<file path="src/rtl/vending_change_dispenser.sv">
// Change-return controller: pays a nickel-unit refund as one-at-a-time dime/nickel
// hopper commands while tracking coin inventory. Define CHANGE_TIMEOUT_EN for a hopper ack timeout.
module vending_change_dispenser #(
  parameter int CREDIT_W    = 6,
  parameter int INV_W       = 8,
  parameter int NICKEL_INIT = 20,
  parameter int DIME_INIT   = 20,
  parameter int TIMEOUT_CYC = 255
) (
  input  logic                clk,
  input  logic                rst,
  input  logic                req,
  input  logic [CREDIT_W-1:0] amount,
  input  logic                refill,
  input  logic [INV_W-1:0]    refill_nickels,
  input  logic [INV_W-1:0]    refill_dimes,
  input  logic                hopper_ack,
  output logic                N,
  output logic                D,
  output logic                busy,
  output logic                done,
  output logic                err,
  output logic [CREDIT_W-1:0] shortfall,
  output logic [INV_W-1:0]    nickel_cnt,
  output logic [INV_W-1:0]    dime_cnt,
  output logic                exact_change_only
);

  typedef enum logic [3:0] {
    IDLE     = 4'b0001,
    SELECT   = 4'b0010,
    DISPENSE = 4'b0100,
    DONE     = 4'b1000
  } state_e;

  state_e              state_q, state_d;
  logic                n_q, n_d;
  logic                d_q, d_d;
  logic                err_q, err_d;
  logic [CREDIT_W-1:0] shortfall_q, shortfall_d;
  logic [CREDIT_W-1:0] remaining_q, remaining_d;
  logic [INV_W-1:0]    nickel_q, nickel_d;
  logic [INV_W-1:0]    dime_q, dime_d;

`ifdef CHANGE_TIMEOUT_EN
  localparam int TMR_W = $clog2(TIMEOUT_CYC + 1);
  logic [TMR_W-1:0] timer_q, timer_d;
`endif

  function automatic logic [INV_W-1:0] sat_add(input logic [INV_W-1:0] a,
                                               input logic [INV_W-1:0] b);
    logic [INV_W:0] sum;
    sum = {1'b0, a} + {1'b0, b};
    return sum[INV_W] ? '1 : sum[INV_W-1:0];
  endfunction

  always_comb begin
    // NOTE: every variable gets a default before the case so no path infers a latch.
    state_d     = state_q;
    n_d         = n_q;
    d_d         = d_q;
    err_d       = err_q;
    shortfall_d = shortfall_q;
    remaining_d = remaining_q;
    nickel_d    = nickel_q;
    dime_d      = dime_q;
`ifdef CHANGE_TIMEOUT_EN
    timer_d     = timer_q;
`endif

    unique case (state_q)
      IDLE: begin
        if (refill) begin
          nickel_d = sat_add(nickel_q, refill_nickels);
          dime_d   = sat_add(dime_q, refill_dimes);
        end else if (req) begin
          remaining_d = amount;
          shortfall_d = '0;
          err_d       = 1'b0;
          state_d     = SELECT;
        end
      end

      SELECT: begin
`ifdef CHANGE_TIMEOUT_EN
        timer_d = '0;
`endif
        // A nickel stands in for a dime once dimes run out.
        if (remaining_q >= CREDIT_W'(2) && dime_q != '0) begin
          d_d     = 1'b1;
          state_d = DISPENSE;
        end else if (remaining_q != '0 && nickel_q != '0) begin
          n_d     = 1'b1;
          state_d = DISPENSE;
        end else if (remaining_q == '0) begin
          state_d = DONE;
        end else begin
          err_d       = 1'b1;
          shortfall_d = remaining_q;
          state_d     = DONE;
        end
      end

      DISPENSE: begin
        if (hopper_ack) begin
          n_d     = 1'b0;
          d_d     = 1'b0;
          state_d = SELECT;
          if (d_q) begin
            dime_d      = dime_q - INV_W'(1);
            remaining_d = remaining_q - CREDIT_W'(2);
          end else begin
            nickel_d    = nickel_q - INV_W'(1);
            remaining_d = remaining_q - CREDIT_W'(1);
          end
        end
`ifdef CHANGE_TIMEOUT_EN
        // The un-acked coin stays counted in remaining and in inventory.
        else if (timer_q == TMR_W'(TIMEOUT_CYC - 1)) begin
          n_d         = 1'b0;
          d_d         = 1'b0;
          err_d       = 1'b1;
          shortfall_d = remaining_q;
          state_d     = DONE;
        end else begin
          timer_d = timer_q + TMR_W'(1);
        end
`endif
      end

      DONE: state_d = IDLE;

      default: begin
        n_d     = 1'b0;
        d_d     = 1'b0;
        state_d = IDLE;
      end
    endcase
  end

  always_ff @(posedge clk or posedge rst) begin
    if (rst) begin
      state_q     <= IDLE;
      n_q         <= 1'b0;
      d_q         <= 1'b0;
      err_q       <= 1'b0;
      shortfall_q <= '0;
      remaining_q <= '0;
      nickel_q    <= INV_W'(NICKEL_INIT);
      dime_q      <= INV_W'(DIME_INIT);
`ifdef CHANGE_TIMEOUT_EN
      timer_q     <= '0;
`endif
    end else begin
      // NOTE: non-blocking assignments so every flop samples pre-edge values.
      state_q     <= state_d;
      n_q         <= n_d;
      d_q         <= d_d;
      err_q       <= err_d;
      shortfall_q <= shortfall_d;
      remaining_q <= remaining_d;
      nickel_q    <= nickel_d;
      dime_q      <= dime_d;
`ifdef CHANGE_TIMEOUT_EN
      timer_q     <= timer_d;
`endif
    end
  end

  assign N                 = n_q;
  assign D                 = d_q;
  assign busy              = (state_q == SELECT) || (state_q == DISPENSE);
  assign done              = (state_q == DONE);
  assign err               = err_q;
  assign shortfall         = shortfall_q;
  assign nickel_cnt        = nickel_q;
  assign dime_cnt          = dime_q;
  assign exact_change_only = (nickel_q == '0);

endmodule

</file>
<file path="config.mk">
export PLATFORM = sky130hd
export DESIGN_NAME = vending_change_dispenser
export DESIGN_NICKNAME = d
export VERILOG_FILES = /design/src/rtl/vending_change_dispenser.sv
export SDC_FILE = /design/constraint.sdc
export NUM_CORES = 1
export LEC_CHECK = 0
export CAP_MARGIN = 20
export CELL_PAD_IN_SITES_DETAIL_PLACEMENT = 0
export CELL_PAD_IN_SITES_GLOBAL_PLACEMENT = 1
export CORE_MARGIN = 10
export CORE_UTILIZATION = 43
export CTS_CLUSTER_DIAMETER = 30
export DETAILED_ROUTE_END_ITERATION = 8
export PLACE_DENSITY = 0.87
export SKIP_LAST_GASP = 1
export SYNTH_ARGS = -nofsm -noshare
export SYNTH_HDL_FRONTEND = slang
export SYNTH_SLANG_ARGS = --single-unit
export TNS_END_PERCENT = 30
</file>
<file path="constraint.sdc">
create_clock -name clk -period 4.3 [get_ports clk]
set_input_delay 1.075 -clock clk [delete_from_list [all_inputs] [get_ports clk]]
set_output_delay 1.075 -clock clk [all_outputs]
set_load 0.01 [all_outputs]
</file>
==> results.cfg, run 1 <==
[drt]
wl_met3_um = 546
wl_met2_um = 3310
top_layer = met4
dr_total_vias = 2648
vias_per_cell = 5.83
drt_wl_total_um = 7280
drt_first_pass_iters = 4
antenna_left = 0
drc_errors = 0
avgRoutedWirePerCell_um = 16.0
drt_iter0_markers = 189
wirelength_met1_um = 3360

[logic_synthesis]
ys_seq_elements = 35
synthArstFlopShare_pct = 100
synth_edf_count = 0
synth_cell_types = 68
yosysWarnings = 0
postSynthAreaPerCell_um2 = 8.77
yosys-top-cells-area = dfrtp_1, ha_1, a21oi_1
synth_area_leader_cell = dfrtp_1
synthCells = 325
synth_flop_cell = dfrtp_1
synth_commonest_cells = nor2_1, dfrtp_1, a21oi_1
yosysSeqAreaShare_pct = 30.9
synthesis.area_mm2 = 0.00285
yosysTopAreaCellShare_pct = 26.3
synth.most_common_cell = nor2_1
syn_nets = 378

[sta]
rsz0062_at_grt = false
max_clock_freq_mhz = 302
hold_violations = 0
slew_headroom_pct = 47.8
setup_slack_ps = 994
min_period_ps = 3310
slew_viol_final = 0
fin_crit_sh_pct = 76.9
fin_hold_ws_ps = 493
worst_pin_slew_ps = 783
fin_skew_ps = 6.65
setup_viol_count_final = 0
tns_ps = 0

[critical_path]
cp_max_fo = 8
r2r-start = nickel_cnt[0]
r2r_slack_ps = 1750
rr_worst_depth = 7
reg2reg_to = nickel_cnt[5]
cp-start-kind = primary input
endpoint = nickel_cnt[5]
end_kind = flip-flop
critPathLaunch = refill_nickels[0]
worst-endpoint-required_ps = 4460
crit_arrival_ps = 3470
critPathKind = primary input to flip-flop

[cts]
numClockSinks = 35
cts_max_path_buffers = 2
cts_hold_buf = 0
cts-htree-levels = 2
cts_setup_buffers = 0
cts_buffers = 5
cts_resized = 0
cts-root-buf = clkbuf_8
clk_pin_slew_worst_paths_ps = 80
clock_latency_ps = 290
cts_tree = yes

[floorplanning]
placementRows = 29
ios = 55
die_w_um = 101
floorplan.initialDensity_pct = 44.6
fp.coreArea_mm2 = 0.00639
die_area_mm2 = 0.0103
die_h_um = 101

[placed_design]
hpwlAfterDp_um = 5430
pre_cts_ws_ps = 679
io_buffers = 54
gp_congestion = 0.860

[worst_hold_path]
holdCritPathClass = flip-flop to flip-flop

[global_routing]
gr-total-overflow = 0
grt_max_degree = 36
grt_pass1_vias = 2480
antenna_found_initial = 0
grt_pass1_wl_um = 12300
grt.total_usage_pct = 14.2

[finish]
n_fill_cell = 578
insertedDiodeCount = 0
finish.utilization_pct = 55.1
drive_above_1_share_pct = 7.43
area_growth_pct = 23.4
fin_nets = 429

[run_status]
outcome = completed

[pwr]
p_leak_nw = 1.46
p_int_mw = 1.03
pwr-share-clk_pct = 13.9
p_sw_share_pct = 43.9
pwr-share-seq_pct = 33.2
ir_worst_vdd_mv = 0.230
power_frac_comb_pct = 52.9
power_density_mw_per_mm2 = 521
switchingPower_uw = 804

[run]
maxCapViolCount = 0
==> worst min path at each step <==
| stage | startpoint | cells past startpoint | slack [ps] | end |
|---|---|---|---|---|
| floorplan | remaining_q[0] | 1 | 480 | shortfall[0] |
| global placement | err | 1 | 470 | err |
| detailed placement | err | 1 | 480 | err |
| CTS | err | 1 | 500 | err |
| global route | err | 1 | 520 | err |
| finish | err | 1 | 490 | err |
==> cells in the final DEF, fill, tap and decap left out, types with 4 or more instances in the layout <==
cell type	n
clkdlybuf4s50_1	54
nor2_1	31
dfrtp_1	30
a21oi_1	29
ha_1	24
nand2_1	22
o21ai_0	21
inv_1	17
nor3_1	9
nand3_1	8
xor2_1	7
o22ai_1	6
a22o_1	6
a21o_1	6
a211oi_1	6
clkbuf_8	6
a31oi_1	5
dfstp_2	5
and2_1	4
o21a_1	4
o31ai_1	4
o21bai_1	4
==> power groups by stage <==
| stage | Sequential, mW | Clock, mW | Combinational [mW] |
|---|---|---|---|
| after floorplan | 0.582 | 0 | 0.651 |
| after global placement | 0.611 | 0 | 0.962 |
| after detailed placement | 0.609 | 0 | 0.974 |
| after CTS | 0.605 | 0.255 | 0.978 |
| after global routing | 0.634 | 0.270 | 1.09 |
| final | 0.608 | 0.255 | 0.970 |
==> state kept, by name (all words and copies together), names as in the netlist <==
name and cells:
N 1, dime_cnt 8, nickel_cnt 8, shortfall 6, err 1, remaining_q 6, D 1, state_q 4
==> layout make-up <==
type                    instances  area [um2]  area share [%]
clock buffers                   7        86.3            2.45
clock inverters                 1        5.00           0.142
inverters                      18        67.6            1.92
multi-input cells             259        1820            51.7
flip-flops and latches         35         882            25.1
well taps                      77        96.3            2.74
repair buffers                 57         563            16.0
==> worst max-delay path: stages <==
cell             delay (ps)
clkdlybuf4s50_1         400
ha_1                    240
fa_1                    440
a211oi_2                230
nor4b_1                  80
a2111o_1                520
a2111oi_2               370
a211oi_1                120
==> per-layer routing <==
layer,global-route usage (%),vias up
li1,-,1318
met1,19.5,1239
met2,21.4,87
met3,3.95,4
met4,4.07,0
met5,0,-
==> cell families (layout without fill, tap and decap cells) <==
kind of cell | Yosys count | in the layout | share of synthesized area (%)
buffers and inverters | 31 | 83 | 5.62
flip-flops | 35 | 35 | 30.9
adder cells (fa/ha/maj) | 26 | 26 | 11.9
AO/OA/AOI/OAI | 116 | 116 | 27.8
AND/OR/NAND/NOR | 104 | 104 | 19.5
XOR/XNOR | 10 | 10 | 3.07
multiplexers | 3 | 3 | 1.05
==> stage by stage <==
step / std cells / power, mW / area, um2
4_1_cts: 454 / 1.84 / 3520
5_1_grt: 454 / 1.99 / 3520
2_1_floorplan: 325 / 1.23 / 2850
3_3_place_gp: 446 / 1.57 / 3430
6_report: 454 / 1.83 / 3520
3_5_place_dp: 446 / 1.58 / 3430
Power figures use the tool's default switching activity.
==> inputs of run 2 (changes only) <==
CORE_UTILIZATION = 39   (was 43)
PLACE_DENSITY = 0.8   (was 0.87)
clock period = 3.33 ns   (was 4.3 ns; I/O delays follow)
==> run 2 against run 1 <==
Net effect:
- clock power up 16%
- highest routed layer unchanged
- cell area up 0.71%
- die area up 8.2%
- first-iteration DRC count down 1.6%
==> results.cfg, run 2 (synthesis results as in run 1) <==
[run_status]
outcome = completed

[critical_path]
end_kind = output port
cp-start-kind = flip-flop
critPathKind = flip-flop to output port
r2r-start = nickel_cnt[0]
crit_arrival_ps = 2160
r2r_slack_ps = 860
cp_max_fo = 6
worst-endpoint-required_ps = 2500
rr_worst_depth = 7
reg2reg_to = nickel_cnt[5]

[worst_hold_path]
whs_path_depth = 1
min_to = err
hp-start = err
holdCritPathClass = flip-flop to flip-flop

[global_routing]
grt_pass1_wl_um = 12800
grt.total_usage_pct = 13.4
antenna_found_initial = 0
grt_pass1_vias = 2653
grt_max_degree = 36
gr-total-overflow = 0

[pwr]
power_density_mw_per_mm2 = 665
ir_worst_vdd_mv = 0.308
p_leak_nw = 1.46

[cts]
clock_latency_ps = 290
numClockSinks = 35
cts_setup_buffers = 0
cts_max_path_buffers = 2
cts_hold_buf = 0
cts-htree-levels = 2
clk_pin_slew_worst_paths_ps = 70
cts_resized = 0
cts_buffers = 5
cts_tree = yes
cts-root-buf = clkbuf_8

[finish]
final_cell_mix = clkdlybuf4s50_1, nor2_1, dfrtp_1, a21oi_1, ha_1
n_fill_cell = 692
fin_nets = 430
insertedDiodeCount = 0
area_growth_pct = 24.3
drive_above_1_share_pct = 7.41
finish.instance_area_mm2 = 0.00354
stdcell_count = 477
layout_commonest_cell = clkdlybuf4s50_1

[sta]
rsz0062_at_grt = false
hold_violations = 0
max_clock_freq_mhz = 334
setup_slack_ps = 339
setup_viol_count_final = 0
slew_headroom_pct = 46.5
slew_viol_final = 0
min_period_ps = 2990
fin_hold_ws_ps = 489
fin_crit_sh_pct = 89.8
worst_pin_slew_ps = 803
fin_skew_ps = 8.37
tns_ps = 0

[floorplanning]
die_area_mm2 = 0.0111
placementRows = 31
floorplan.initialDensity_pct = 39.7
ios = 55
die_h_um = 105
die_w_um = 105
fp.coreArea_mm2 = 0.00718

[placed_design]
io_buffers = 54
pre_cts_ws_ps = 46.4
gp_congestion = 0.833
hpwlAfterDp_um = 5620
placed_area_mm2 = 0.00346
placed_cells = 469

[drt]
drc_errors = 0
drt_iter0_markers = 186
drt_wl_total_um = 7440
dr_total_vias = 2634
vias_per_cell = 5.52
avgRoutedWirePerCell_um = 15.6
antenna_left = 0
drt_first_pass_iters = 4

[run]
maxCapViolCount = 0
[run 2: metrics by stage]
step | utilization, % | power, mW
after floorplan | - | 1.59
after global placement | 48.2 | 2.05
after detailed placement | 48.2 | 2.07
after CTS | 49.4 | 2.37
after global routing | 49.4 | 2.57
final | 49.4 | 2.36
[run 2: how the worst max path moves through the flow]
stage	start	end	slack, ps	depth (start not counted)
2_1_floorplan	refill_nickels[0]	nickel_cnt[5]	520	7
3_3_place_gp	refill_nickels[0]	nickel_cnt[5]	110	8
3_5_place_dp	refill_nickels[0]	nickel_cnt[5]	50	8
4_1_cts	nickel_cnt[1]	exact_change_only	340	5
5_1_grt	refill_nickels[0]	nickel_cnt[5]	180	8
6_report	nickel_cnt[1]	exact_change_only	340	5
[run 2: routing by layer]
layer	vias up	wire length [um]	global-route usage [%]
met4	0	83	3.58
met2	62	3320	21.0
met5	-	0	0
li1	1317	-	-
met3	7	448	3.35
met1	1248	3590	18.0
[run 2: final cells by class]
class                           instances  area [um2]  area share (%)
Multi-Input combinational cell        259        1820            51.3
Tap cell                               99         124            3.50
Timing Repair Buffer                   58         571            16.1
Sequential cell                        35         882            24.9
Clock buffer                            7        76.3            2.15
Inverter                               18        67.6            1.91
Clock inverter                          1        5.00           0.141
[run 2: where the power goes]
| part | internal [mW] | switching [mW] |
|---|---|---|
| registers | 0.556 | 0.232 |
| clock network | 0.147 | 0.150 |
| logic | 0.613 | 0.657 |
[run 2: worst max-delay path, stage by stage (launching register included)]
cell	delay (ps)
dfrtp_1	460
inv_1	120
ha_1	160
nor4b_1	370
and2_1	210
clkdlybuf4s50_1	540
